[src/rtl/led_frame_scanner.sv]
// led_frame_scanner: double-buffered 8x8 LED frame store with row-multiplexed scan output
// Ports: clkh/reset (async, active-high); we/waddr/wdata write a row into the back bank;
//        swap_req asks for a front/back swap at the next frame boundary, swap_ack pulses when applied;
//        frame_start pulses on the first lit cycle of row 0; row is one-hot active-low, col active-high.
// Optional: define LED_SCAN_BLANK_EN to insert BLANK all-off cycles after every row.
module led_frame_scanner #(
    parameter int DWELL = 6250,
    parameter int BLANK = 16
) (
    input  logic       clkh,
    input  logic       reset,
    input  logic       we,
    input  logic [2:0] waddr,
    input  logic [7:0] wdata,
    input  logic       swap_req,
    output logic       swap_ack,
    output logic       frame_start,
    output logic [7:0] row,
    output logic [7:0] col
);
    typedef enum logic [1:0] {ST_IDLE, ST_SCAN, ST_BLANK} state_t;
    localparam logic [12:0] DW_LAST = 13'(DWELL - 1);

    if (DWELL < 2 || DWELL > 8191) begin : g_bad_dwell
        $error("DWELL out of range");
    end
    if (BLANK < 1 || BLANK > 255) begin : g_bad_blank
        $error("BLANK out of range");
    end

    state_t st, st_n;
    logic [2:0] idx, idx_n;
    logic [12:0] cnt, cnt_n;
    logic front, front_n, pending, pending_n;
    logic lit_end, adv, swap, enter0;
    logic [7:0] row_n, col_n, disp;
    logic [7:0] bank [2][8];
`ifdef LED_SCAN_BLANK_EN
    localparam logic [7:0] BL_LAST = 8'(BLANK - 1);
    logic [7:0] bcnt, bcnt_n;
    logic blank_end;
    assign blank_end = st == ST_BLANK && bcnt == BL_LAST;
    assign adv = blank_end;
`else
    assign adv = lit_end;
`endif
    assign lit_end = st == ST_SCAN && cnt == DW_LAST;
    assign swap = adv && idx == 3'd7 && (pending || swap_req);
    assign enter0 = st == ST_IDLE || (adv && idx == 3'd7);
    assign front_n = front ^ swap;
    assign pending_n = swap ? 1'b0 : pending | swap_req;

    always_comb begin
        st_n = st;
        idx_n = adv ? idx + 3'd1 : idx;
        cnt_n = st == ST_SCAN ? (lit_end ? 13'd0 : cnt + 13'd1) : 13'd0;
        if (st == ST_IDLE) st_n = ST_SCAN;
`ifdef LED_SCAN_BLANK_EN
        bcnt_n = st == ST_BLANK ? (blank_end ? 8'd0 : bcnt + 8'd1) : 8'd0;
        if (lit_end) st_n = ST_BLANK;
        if (blank_end) st_n = ST_SCAN;
`endif
        disp = bank[front_n][idx_n];
        // a write on the swap edge lands in the bank that becomes visible right now
        row_n = st_n == ST_SCAN ? ~(8'b1 << idx_n) : 8'hFF;
        col_n = st_n != ST_SCAN ? 8'h00 : (swap && we && waddr == idx_n) ? wdata : disp;
    end

    always_ff @(posedge clkh or posedge reset) begin
        if (reset) begin
            st <= ST_IDLE;
            idx <= 3'd0;
            cnt <= 13'd0;
            front <= 1'b0;
            pending <= 1'b0;
            swap_ack <= 1'b0;
            frame_start <= 1'b0;
            row <= 8'hFF;
            col <= 8'h00;
            for (int b = 0; b < 2; b++)
                for (int r = 0; r < 8; r++)
                    bank[b][r] <= 8'h00;
        end else begin
            st <= st_n;
            idx <= idx_n;
            cnt <= cnt_n;
            front <= front_n;
            pending <= pending_n;
            swap_ack <= swap;
            frame_start <= enter0;
            row <= row_n;
            col <= col_n;
            if (we) bank[~front][waddr] <= wdata;
        end
    end

`ifdef LED_SCAN_BLANK_EN
    always_ff @(posedge clkh or posedge reset) begin
        if (reset) bcnt <= 8'd0;
        else bcnt <= bcnt_n;
    end
`endif
endmodule

[config.mk]
export PLATFORM = sky130hd
export DESIGN_NAME = led_frame_scanner
export DESIGN_NICKNAME = d
export VERILOG_FILES = /design/src/rtl/led_frame_scanner.sv
export SDC_FILE = /design/constraint.sdc
export NUM_CORES = 1
export LEC_CHECK = 0
export BUFFER_PORTS_ARGS = -buffer_cell sky130_fd_sc_hd__buf_2
export CORE_AREA = 2 2 126 128
export CTS_BUF_LIST = sky130_fd_sc_hd__clkbuf_4
export DETAILED_ROUTE_END_ITERATION = 8
export DIE_AREA = 0 0 128 130
export GPL_ROUTABILITY_DRIVEN = 0
export PLACE_DENSITY = 0.69
export SLEW_MARGIN = 20
export SYNTH_ARGS = -nofsm -noshare
export SYNTH_HDL_FRONTEND = slang
export SYNTH_SLANG_ARGS = --single-unit
[constraint.sdc]
create_clock -name clkh -period 13.3 [get_ports clkh]
set_input_delay 2.66 -clock clkh [delete_from_list [all_inputs] [get_ports clkh]]
set_output_delay 2.66 -clock clkh [all_outputs]
set_load 0.03 [all_outputs]
==> results.toml <==
[timing]
min_period_over_period = 0.353
worstMarginPinSlew_ps = 1180
finalClockSkew_ps = 22.2
max_slew_margin = 0.213
maxSlewViolCount = 0
final-setup-viol-count = 0
setup-tns-final_ps = 0
max_freq_mhz = 213
rsz0062_at_grt = "false"
hold_violations = 0
post-route-min-period_ps = 4690

[layout]
drive_gt1_frac = 0.323
stdcell_area_um2 = 8470
fin_nets = 693
areaGrowthSynthToFinish_pct = 7.34
utilization = 0.549

[clock_network]
tritoncts = "done"
post_cts_buffers = 0
worstSkewPairLatency_ps = 580
cts.sinks = 166
cts_hold_buf = 0
path_clk_slew_ps = 140
h-tree-depth = 4
cts-buffers-inserted = 17
cts_root_buffer = "clkbuf_4"
cts.path.max_buffers = 2
cts_resized = 0

[placed_design]
place_hpwl_mm = 13.3
portBuffers = 32
placed_area_um2 = 8210

[floorplan]
dieArea_um2 = 16600
start_util = 0.512
core_area_um2 = 15400
rows = 46
die_y_um = 130
ios = 33
die_x_um = 128

[synthesis]
yosysWarnings = 0
seq_area_frac_synth = 0.528
syn_area_um2 = 7890
syn-num-nets = 676
synth.distinct_cells = 60
async_reset_ff_frac = 1.00
avgSynthCellArea_um2 = 12.0
syn_inst = 657
synth_edf_count = 0
synth_seq_cells = 166
ys.flop_type = "dfrtp_1"

[power_and_ir_drop]
switching_share = 0.272
pwr_density_cell_nw_per_um2 = 112
intPower_uw = 691
p_comb_frac = 0.095
peakVddDrop_mv = 0.0479
switchingPower_uw = 258
p_leak_nw = 3.73
clkPwrFrac = 0.298
p_seq_frac = 0.607

[route]
wl_per_cell_um = 22.8
via_per_inst = 6.39
antenna_left = 0
wl_mm = 20.1
vias = 5624
drtPass1Iterations = 5
drtIter0Drc = 486
drcViolationCount = 0

[global_routing]
grt_util_all_layers = 0.257
grt_pass1_wl_mm = 31.8
grt_pass1_vias = 5672
antenna_found_initial = 0
grt_overflow = 0
grt_max_degree = 103

[critical_path]
critPathLaunch = "swap_req"
end_kind = "register"
worstPathRequired_ps = 13780
crit_type = "in2reg"
cp_cell_sequence = "buf_2, nor2_1, nor3b_4, xnor2_2, clkinv_2, or4_1, o21ai_0, a311oi_1, a211oi_1"
max_stage_delay_ps = 630
cp.arrival_ps = 5170
crit-reg2reg-launch = "idx[1]"
cp.buffers_inverters = 2
cpLargestDelayFamily = "simple AND/OR/NAND/NOR gates"
worstSetupStartpointType = "input pin"
critical_path_peak_fanout = 25
cpMaxStageDelayCell = "or4_1"

[run]
maxCapViolCount = 0

[hold_path]
hold_start = "bank[115]"
min_path_type = "reg2reg"

[status]
status = "completed"
-- cell type report --
class | count | area, µm²
clock inverter | 14 | 125
antenna | 1 | 2.50
fill | 1261 | 6960
clock buffer | 18 | 135
sequential | 166 | 4160
tap | 192 | 240
timing repair buffer | 39 | 213
multi-input combinational | 439 | 3540
inverter | 11 | 47.5
-- worst min-delay path: cells and delay by family, from the launching register on --
family           cells  cell delay [ps]
flip-flops           1              370
AO/OA/AOI/OAI        1               70
AND/OR/NAND/NOR      1               50
-- per-layer routing --
layer	vias to the layer above	part of all wire	global-route usage
met2	230	0.48	0.418
met1	2873	0.42	0.336
met5	-	0	0
met4	0	0.032	0.114
met3	51	0.061	0.0508
li1	2470	-	-
-- kinds of logic after synthesis --
| group | after synthesis | share of synthesized area |
|---|---|---|
| adder cells (fa/ha/maj) | 4 | 0.00634 |
| AND/OR/NAND/NOR | 156 | 0.103 |
| AO/OA/AOI/OAI | 111 | 0.102 |
| XOR/XNOR | 15 | 0.0176 |
| multiplexers | 153 | 0.218 |
| buffers and inverters | 52 | 0.0254 |
| flip-flops | 166 | 0.528 |
-- path summary, 6_finish.rpt --
kind	slack (ps)	end	cells after the start
min in group asynchronous	2270	bank[21]	2
setup / recovery	8610	col[5]	9
hold reg to reg	520	bank[115]	2
setup reg to reg	8800	col[3]	10
hold / removal	520	bank[115]	2
max in group asynchronous	9660	bank[115]	3
-- Yosys cell counts (3+ instances only) --
cell | instances | share of area
dfrtp_1 | 158 | 0.50
mux2_2 | 132 | 0.19
nor2_1 | 41 | 0.020
o22ai_1 | 37 | 0.029
clkbuf_1 | 36 | 0.017
nand2_1 | 32 | 0.015
mux2i_1 | 19 | 0.024
nor3_1 | 18 | 0.011
nand3_1 | 13 | 0.0082
o221ai_1 | 13 | 0.014
o21ai_0 | 11 | 0.0070
or3_1 | 10 | 0.0079
a21oi_1 | 9 | 0.0057
nand2b_1 | 9 | 0.0071
dfstp_2 | 8 | 0.027
inv_1 | 8 | 0.0038
xor2_1 | 8 | 0.0089
a211oi_1 | 6 | 0.0057
nand3b_1 | 6 | 0.0057
o211ai_1 | 6 | 0.0057
xnor2_1 | 6 | 0.0067
and3_1 | 5 | 0.0040
and2_1 | 4 | 0.0032
ha_1 | 4 | 0.0063
o22a_1 | 4 | 0.0044
a311oi_1 | 3 | 0.0033
a31oi_1 | 3 | 0.0024
buf_2 | 3 | 0.0019
nor3b_1 | 3 | 0.0029
or4_1 | 3 | 0.0029
-- cell usage in the layout, fill, tap and decap left out, drive strengths merged, types with 2 or more instances in the layout --
cell type	instances
o211ai	6
a311o	2
and2	4
o22ai	37
nor4	3
nand2	32
or3	10
clkinv	7
nor3	18
a311oi	3
o41ai	3
nand2b	9
nor3b	4
a221o	2
o221ai	13
mux2i	19
o311ai	2
a222oi	2
clkbuf	18
o22a	4
inv	14
or4	3
clkinvlp	3
a31oi	3
buf	39
a21oi	10
ha	4
xnor2	7
and3	5
mux4	2
nand3b	6
o21ai	11
dfrtp	158
nand3	13
dfstp	8
xor2	8
a211oi	6
and4	2
mux2	132
nor2	41
-- registers in the layout (all words and copies together), names as in the netlist --
signal	flops
bank	128
cnt	13
col	8
row	8
idx	3
st	2
frame_start	1
front	1
pending	1
swap_ack	1
-- metrics by stage --
step | setup WS, ps | power (mW) | hold slack [ps] | std cells
2_1_floorplan | 6160 | 0.646 | 451 | 657
3_3_place_gp | 8130 | 0.667 | 467 | 847
3_5_place_dp | 8110 | 0.675 | 489 | 847
4_1_cts | 8700 | 0.952 | 520 | 879
5_1_grt | 8490 | 0.989 | 536 | 879
6_report | 8610 | 0.948 | 522 | 880
-- power by group through the flow --
stage | combinational, mW | clock, mW | sequential, mW
6_report | 0.0905 | 0.282 | 0.576
5_1_grt | 0.0997 | 0.308 | 0.581
4_1_cts | 0.0910 | 0.287 | 0.575
3_5_place_dp | 0.0907 | 0 | 0.584
3_3_place_gp | 0.0861 | 0 | 0.581
2_1_floorplan | 0.0696 | 0 | 0.576
Note: power is estimated with default switching activity, not from simulation.
